--- src/rtl/mpeg_ctrl_pkg.sv ---
// Shared definitions for the MPEG DCT/IDCT control FSMs: state encoding and block geometry.
package mpeg_ctrl_pkg;

    localparam int BLK_N          = 8;
    localparam int BLK_SZ         = 64;
    localparam int ACCUM_LEN      = 63;
    localparam int CYCLES_PER_PIX = 67;

    typedef enum logic [2:0] {
        IDLE,
        CLEAR,
        PREF,
        ACCUM,
        DRAIN,
        WRITE,
        DONE
    } state_t;

endpackage

--- src/rtl/idx_counter2d.sv ---
// Two-dimensional wrapping index counter: lo is the fast index, hi advances when lo wraps.
module idx_counter2d #(
    parameter int COORD_W = 3
) (
    input  logic                   clk,
    input  logic                   rst_in,
    input  logic                   inc,
    input  logic                   clr,
    output logic [COORD_W-1:0]     lo,
    output logic [COORD_W-1:0]     hi,
    output logic [2*COORD_W-1:0]   flat,
    output logic                   last
);

    localparam logic [2*COORD_W-1:0] ONE = 1;

    logic [2*COORD_W-1:0] count;

    // A single flat count gives the lo->hi carry and the full wrap for free.
    always_ff @(posedge clk or negedge rst_in) begin
        if (!rst_in) begin
            count <= '0;
        end else if (clr) begin
            count <= '0;
        end else if (inc) begin
            count <= count + ONE;
        end
    end

    assign flat = count;
    assign lo   = count[COORD_W-1:0];
    assign hi   = count[2*COORD_W-1:COORD_W];
    assign last = &count;

endmodule

--- src/rtl/idct_fsm_control.sv ---
// Inverse-DCT control FSM: for every output pixel, streams all 64 coefficients into the MAC,
// then writes the pixel back; pulses ready when the whole 8x8 block is done.
module idct_fsm_control
    import mpeg_ctrl_pkg::*;
#(
    parameter int COORD_W = 3,
    parameter int ADDR_W  = 6
) (
    input  logic               clk,
    input  logic               rst_in,
    input  logic               start,
    output logic               ready,
    output logic               busy,
    output logic [COORD_W-1:0] u,
    output logic [COORD_W-1:0] v,
    output logic [COORD_W-1:0] x,
    output logic [COORD_W-1:0] y,
    output logic [ADDR_W-1:0]  address,
    output logic [ADDR_W-1:0]  pix_addr,
    output logic               rd_en,
    output logic               act_mac,
    output logic               rst_out,
    output logic               wr_en
);

    state_t state;
    state_t next_state;

    logic rd_en_d, act_mac_d, rst_out_d, wr_en_d, ready_d, busy_d;
    logic uv_inc, uv_clr, uv_last;
    logic xy_inc, xy_last;

    idx_counter2d #(.COORD_W(COORD_W)) uv_cnt (
        .clk  (clk),
        .rst_in(rst_in),
        .inc  (uv_inc),
        .clr  (uv_clr),
        .lo   (u),
        .hi   (v),
        .flat (address),
        .last (uv_last)
    );

    idx_counter2d #(.COORD_W(COORD_W)) xy_cnt (
        .clk  (clk),
        .rst_in(rst_in),
        .inc  (xy_inc),
        .clr  (1'b0),
        .lo   (x),
        .hi   (y),
        .flat (pix_addr),
        .last (xy_last)
    );

    // Strobes are decoded from next_state and registered so every output comes straight off a flop.
    always_ff @(posedge clk or negedge rst_in) begin
        if (!rst_in) begin
            state   <= IDLE;
            rd_en   <= 1'b0;
            act_mac <= 1'b0;
            rst_out <= 1'b1;
            wr_en   <= 1'b0;
            ready   <= 1'b0;
            busy    <= 1'b0;
        end else begin
            state   <= next_state;
            rd_en   <= rd_en_d;
            act_mac <= act_mac_d;
            rst_out <= rst_out_d;
            wr_en   <= wr_en_d;
            ready   <= ready_d;
            busy    <= busy_d;
        end
    end

    always_comb begin
        next_state = state;
        case (state)
            IDLE:    if (start) next_state = CLEAR;
            CLEAR:   next_state = PREF;
            PREF:    next_state = ACCUM;
            ACCUM:   if (uv_last) next_state = DRAIN;
            DRAIN:   next_state = WRITE;
            WRITE:   next_state = xy_last ? DONE : CLEAR;
            DONE:    next_state = IDLE;
            default: next_state = IDLE;
        endcase
    end

    // The x/y wrap out of the last WRITE doubles as the return to pixel 0 for the next block.
    always_comb begin
        rd_en_d   = (next_state == PREF) || (next_state == ACCUM);
        act_mac_d = (next_state == ACCUM) || (next_state == DRAIN);
        rst_out_d = (next_state != CLEAR);
        wr_en_d   = (next_state == WRITE);
        ready_d   = (next_state == DONE);
        busy_d    = (next_state != IDLE);
        uv_inc    = (next_state == ACCUM);
        uv_clr    = (next_state == CLEAR) || (next_state == DONE);
        xy_inc    = (state == WRITE);
    end

endmodule

--- config.mk ---
export PLATFORM = sky130hd
export DESIGN_NAME = idct_fsm_control
export DESIGN_NICKNAME = d
export VERILOG_FILES = /design/src/rtl/mpeg_ctrl_pkg.sv /design/src/rtl/idx_counter2d.sv /design/src/rtl/idct_fsm_control.sv
export SDC_FILE = /design/constraint.sdc
export NUM_CORES = 1
export LEC_CHECK = 0
export CAP_MARGIN = 5
export CORE_UTILIZATION = 45
export CTS_CLUSTER_SIZE = 16
export DETAILED_ROUTE_END_ITERATION = 6
export GPL_TIMING_DRIVEN = 0
export PLACE_DENSITY_LB_ADDON = 0.05
export SKIP_LAST_GASP = 1
export SYNTH_ARGS = -nofsm -noshare
export SYNTH_HDL_FRONTEND = slang
export SYNTH_SLANG_ARGS = --single-unit
--- constraint.sdc ---
create_clock -name clk -period 1.54 [get_ports clk]
set_input_delay 0.308 -clock clk [delete_from_list [all_inputs] [get_ports clk]]
set_output_delay 0.308 -clock clk [all_outputs]
set_load 0.05 [all_outputs]
Yosys cells after proc, flatten, opt, wreduce, memory -nomap -nowiden. Cells that the tools add are included.

Bits in registers: 21. Output and inout port bits: 30.

Reduce and logical (&&, ||, !) cells: 8. Add/subtract/negate cells: 2. Mux-type cells: 6. Equal/unequal tests: 12.

Operator list (number): 3-bit one-hot mux with 6 select lines (1); 3-bit equality test (second input constant) (5); 6-bit by 1-bit adder with 6-bit output (second input constant) (2); 3-bit by 2-bit equality test with 1-bit output (second input constant) (4); 6-bit two-way mux (2); 6-bit AND reduction (2); 3-bit two-way mux (3); 3-bit by 1-bit equality test with 1-bit output (second input constant) (2); 3-bit logical NOT (1); 1-bit logical OR (3); 3-bit by 1-bit != test with 1-bit output (second input constant) (1); 3-bit nonzero test (1); 2-bit nonzero test (1).

Logic depth before layout (Yosys ltp).
Word-level depth: 6. Gate-level depth with buffers: 5. Gate-level depth less buffers: 5.

Cells and area by module. A second synthesis with hierarchy kept.

Cell total of the unflattened synthesis: 107. Area total of the unflattened synthesis: 1076.0 um^2.

By module, submodules not included: idx_counter2d (cells an instance 34, times used 2, sequential area each 150.1 um^2, area each 326.6 um^2); idct_fsm_control (cells an instance 39, times used 1, sequential area each 226.5 um^2, area each 422.9 um^2).

Worst setup path after synthesis. Ideal clock, no wire load.

Path type: reg2reg. Start: reg uv_cnt.count[0], in the netlist uv_cnt.flat[0]. End: reg uv_cnt.count[4], in the netlist uv_cnt.flat[4]. Setup slack: -222 ps. Arrival: 1695 ps. Stages on the path, launching flop included: 6. Required time: 1472 ps. Path through: dfrtp_1 > ha_1 > nand3_1 > o21ai_4 > o311a_2 > a22o_1.

Cells in the longest elaborated chain, start to end: 6. Elaborated cells between the ends (all ways): 11. Those cells by class: add/sub: 1; eq/ne: 3; mux: 4; reduce/logical: 3.

Ends and longest elaborated chain: from (decl) (line idx_counter2d.sv:17) `logic [2*COORD_W-1:0] count;`; from (signal assigned) (line idx_counter2d.sv:26) `count <= count + ONE;`; 6-bit AND reduction (line idx_counter2d.sv:33) `assign last = &count;`; 3-bit two-way mux (line idct_fsm_control.sv:82) `ACCUM: if (uv_last) next_state = DRAIN;`; 3-bit one-hot mux with 6 select lines (line idct_fsm_control.sv:78) `case (state)`; 3-bit by 1-bit equality test with 1-bit output or 3-bit equality test (tied branches) (line idct_fsm_control.sv:99) `uv_clr = (next_state == CLEAR) || (next_state == DONE);`; 1-bit logical OR (line idct_fsm_control.sv:99); 6-bit two-way mux or 2-bit nonzero test (tied branches).

Several ways; a longest one is shown, not always the timed one. The select of a mux whose other input is x is not followed. A chain may end at the register's enable or synchronous reset.

Final worst setup path.
Start: reg rst_out. End: out rst_out.

RTL lines: from (decl) (line idct_fsm_control.sv:22) `output logic rst_out,`; from (signal assigned) (line idct_fsm_control.sv:69) `rst_out <= rst_out_d;`.

No word-level cell between the ends.

==> results.tsv <==
metric	value	unit
status	completed	
largest area contributor in the netlist	dfrtp_1	
# IOs	33	
crit path launch type	flip-flop	
Initial Util	48.0	%
Synth Register Bits	21	
Leakage	0.000634	uW
gr ovfl total	0	
Site Rows	17	
Final Skew	6.93	ps
CP max stage delay	530	ps
worst slack at placement	-137	ps
post-synthesis sequential area ratio	49.2	%
vias in the first global route	772	
# diodes	0	
number of synthesized flops with an enable pin	0	
Die ar.	2580	sq um
Top Family by Delay on Critical Path	flip-flops	
DR WL/cell	12.6	um
Via density	5.13	
clk_lat worst skew	300	ps
layout cells sized above 1	43.8	%
most frequent cell after synthesis	dfrtp_1	
gr usage total	17.9	%
number of buffers created by CTS	3	
# nets final	143	
initial antenna violation count	0	
worst-path cell chain	clkdlybuf4s15_2	
die span in x	50.8	um
cells after synthesis	99	
DR vias	846	
Clock Pin Slew Worst Setup and Hold Paths	110	ps
WP data arrival	1180	ps
total routed wirelength	2.07	mm
Most used DFF post-synth	dfrtp_1	
Max Root-Sink Buffers	2	
placer congestion estimate	0.786	
Async SR Flop Fraction	100	%
Final Max Slew Viols	0	
final hold viol count	0	
Post-synth top cells	20 x dfrtp_1, 12 x buf_4, 7 x nand3_1	
CP Capture Type	output pin	
RSZ-0062 raised after global routing	true	
Synth cell types	38	
top area cells in the synthesized netlist	dfrtp_1 47%, buf_4 8.4%, nand3_1 3.3%	
Setup CP Type	reg -> out	
Max Cap Viol	0	
Setup-failing EPs final	0	
final core utilization	64.6	%
Hold Path Class	in -> async	
Max-slew headroom	39.6	%
P&R area growth vs syn	34.7	%
Placed Area	1450	sq um
Iter 0 DRT Violations	12	
synthesized area per cell	10.8	sq um
Final WS setup	54.6	ps
post-DP HPWL	1.46	mm
Crit path buffers/inverters	1	
critical-path maximum fanout	1	
fin crit period	1490	ps
Die Ht	50.8	um
final period utilization	96.5	%
Post-CTS Hold Buffers	0	
Max IR drop VDD	0.482	mV
# H-tree levels	1	
Clock Sinks	21	
Core Area	2230	sq um
fmax	673	MHz
Syn Nets	104	
Synth Warn #	0	
PD cells	569	nW/um^2
CTS tree	yes	
hold_ws	506	ps
largest net degree at the start of global routing	22	
root buf cell	clkbuf_4	
global-route wire length before repair	3.42	mm
Worst EP required	1230	ps
final instance area	1440	sq um
Port Buffer Count	32	
Slowest-stage cell, CP	dfstp_2	
number of remaining DRC errors	0	
DRT antenna net count	0	
worst-margin pin slew	903	ps
Post-Synthesis Cell Area	1070	sq um
DR pass1 iterations	4	
post-synth top area share	46.7	%
## area by class of cell
type                    instances  area (sq um)
well taps                      28          35.0
plain buffers                  16           115
clock buffers                   4          26.3
inverters                       3          11.3
flip-flops and latches         21           533
repair buffers                 34           279
multi-input cells              59           443
fillers                       179           791
## what timing repair did
| action | CTS | global route |
|---|---|---|
| endpoints found under the setup margin | 30 | 11 |
| cloned | 0 | 0 |
| endpoints found under the hold margin | 0 | 0 |
| setup buffers | 0 | 2 |
| gates resized for setup | 92 | 14 |
| pin swaps | 0 | 2 |
## path summary, 6_finish.rpt
path                             endpoint      startpoint  depth (start not counted)  slack, ps
hold / removal                   state[1]          rst_in                          1        510
max in group asynchronous  uv_cnt.flat[2]          rst_in                          1        420
hold reg to reg            xy_cnt.flat[0]  xy_cnt.flat[0]                          1        520
min in group clk           xy_cnt.flat[0]  xy_cnt.flat[0]                          1        520
setup / recovery                  rst_out         rst_out                          1         50
setup reg to reg           uv_cnt.flat[4]  uv_cnt.flat[0]                          5         70
## stage by stage
step                      cells  setup TNS, ps  total power (uW)
after global routing        165          -30.1               865
after global placement      159          -1450               578
after CTS                   163           -197               834
final                       165              0               820
after floorplan              99          -6.99               562
after detailed placement    159          -1810               578
## where the power goes
part	internal [uW]	leakage (uW)	switching, uW	total, uW
combinational	4.49	0.000380	10.8	15.3
clock	101	0.0000150	153	254
sequential	551	0.000239	0	551
total	657	0.000634	163	820
## registers in the layout (all words and copies together), names as in the netlist
signal and count:
busy 1, uv_cnt.flat 6, act_mac 1, state 3, xy_cnt.flat 6, rd_en 1, wr_en 1, rst_out 1
ready 1
## logic make-up after synthesis
family / after synthesis / synth area share [%]
and+or+nand+nor: 28 / 14.6
DFF: 21 / 49.2
xor gates and xnor gates: 6 / 4.91
buffers and inverters: 19 / 11.8
adders and majority gates: 2 / 2.34
muxes: 3 / 2.92
AOI/OAI and AO/OA: 20 / 14.3
## layer usage
layer	vias up	GRT usage [%]	routed length [um]
li1	414	-	-
met2	19	30.4	1080
met1	408	21.9	889
met5	-	0	0
met4	0	5.56	19
met3	5	4.85	86
## placed cells by master, fill, tap and decap left out, types with 4 or more instances in the layout
master / count
buf_4: 14
nor2_1: 6
dfrtp_1: 15
dlygate4sd2_1: 5
nand3_1: 6
clkdlybuf4s15_2: 12
xnor2_1: 4
buf_2: 14
dfrtp_2: 5
Note: power is estimated with default switching activity, not from simulation.
==> variant, RTL diff (config.mk and constraints unchanged) <==
Re-encode `state_t` (7 states) as Gray code, 3 bits wide.
--- a/src/rtl/mpeg_ctrl_pkg.sv
+++ b/src/rtl/mpeg_ctrl_pkg.sv
@@ -8,11 +8,11 @@
 
     typedef enum logic [2:0] {
-        IDLE,
-        CLEAR,
-        PREF,
-        ACCUM,
-        DRAIN,
-        WRITE,
-        DONE
+        IDLE  = 3'b000,
+        CLEAR = 3'b001,
+        PREF  = 3'b011,
+        ACCUM = 3'b010,
+        DRAIN = 3'b110,
+        WRITE = 3'b111,
+        DONE  = 3'b101
     } state_t;
 
Formal check against the unedited RTL: same outputs for any inputs over 10 cycles, from zero or initial values and one cycle with rst_in low; not proved beyond that.
==> variant against the unedited design <==
Power fell by 0.11%. Non-clock buffer count fell by 3. Worst setup slack barely moved. Wire length fell by 11%. Sequential power barely moved. Final area fell by 2.3%. Sequential cell count did not move. Area after synthesis fell by 4.1%. Sequential share of layout area rose by 1.1 points. Critical endpoint unchanged.
==> variant: results (changes against the unedited design) <==
outcome: "finished clean"  # unchanged
ir_worst_vdd_v: 0.0004398  # was 0.0004815 V
vias: 787  # was 846
synth_common_cells: "20 x dfrtp_1, 12 x buf_4, 12 x nand2_1"  # was 20 x dfrtp_1, 12 x buf_4, 7 x nand3_1
met2_length_microns: 856  # was 1.078 mm
synth_area_leaders: "dfrtp_1 49%, buf_4 8.8%, nand2_1 4.4%"  # was dfrtp_1 47%, buf_4 8.4%, nand3_1 3.3%
fin_cells: 160  # was 165
reg2reg_setup_slack_ns: 0.09  # was 0.07 ns
worst_slew_pin_slew_ns: 0.9006  # was 0.9026 ns
nets: 139  # was 143
ys_types: 29  # was 38
holdWs_ns: 0.5108  # was 0.5058 ns
synthesis.nets: 102  # was 104
use_met1_pct: 25.70  # was 21.92%
drive_above_1_share_pct: 45.86  # was 43.80%
synth_area_per_cell_sq_um: 10.59  # was 10.82 sq um
gr-usage-met3_pct: 2.160  # was 4.848%
hpwl_mm: 1.395  # was 1.455 mm
wl_met1_microns: 900  # was 889 microns
r2r-end: "uv_cnt.flat[5]"  # was uv_cnt.flat[4]
drt_iter0_drc: 14  # was 12
cts_setup_buffers: 0  # unchanged
grt_use_met2_pct: 25.90  # was 30.44%
routed-wl-met3_microns: 85  # was 86 microns
p_leak_nw: 0.7030  # was 0.6336 nW
post_cts_resized: 84  # was 92
grt_pass1_vias: 696  # was 772
pre_cts_ws_ns: -0.1043  # was -0.1369 ns
finalCritPeriodShare_pct: 96.48  # was 96.46%
dpl_cell_area_sq_um: 1418  # was 1445 sq um
ys_seq_area_share_pct: 51.28  # was 49.18%
wl_mm: 1.853  # was 2.073 mm
grt_util_all_layers_pct: 17.06  # was 17.91%
globalplace.congestion: 0.7775  # was 0.7861
critical_path.max_fanout: 1  # unchanged
## variant: power by group
group / leakage, nW / total [mW] / internal [mW] / switching [mW]
Combinational: 0.447 / 0.0158 / 0.00451 / 0.0113
Clock: 0.0177 / 0.252 / 0.0965 / 0.156
Sequential: 0.239 / 0.551 / 0.551 / 0
Total: 0.703 / 0.819 / 0.652 / 0.167
## variant: area by class of cell
cell class                      count  area, sq um
Fill cell                         178        651.9
Sequential cell                    21        536.8
Multi-Input combinational cell     59        422.9
Timing Repair Buffer               32        264.0
Buffer                             15        117.6
Tap cell                           27        33.78
Clock buffer                        3        22.52
Inverter                            2        7.507
Clock inverter                      1        5.005
## variant: logic make-up after synthesis
| kind of cell | count (synthesis) | share of synthesized area, % |
|---|---|---|
| and+or+nand+nor | 34 | 16.32 |
| DFF | 21 | 51.28 |
| buffers and inverters | 17 | 12.18 |
| AOI/OAI and AO/OA | 13 | 8.770 |
| xor gates and xnor gates | 7 | 5.968 |
| muxes | 3 | 3.045 |
| adders and majority gates | 2 | 2.436 |
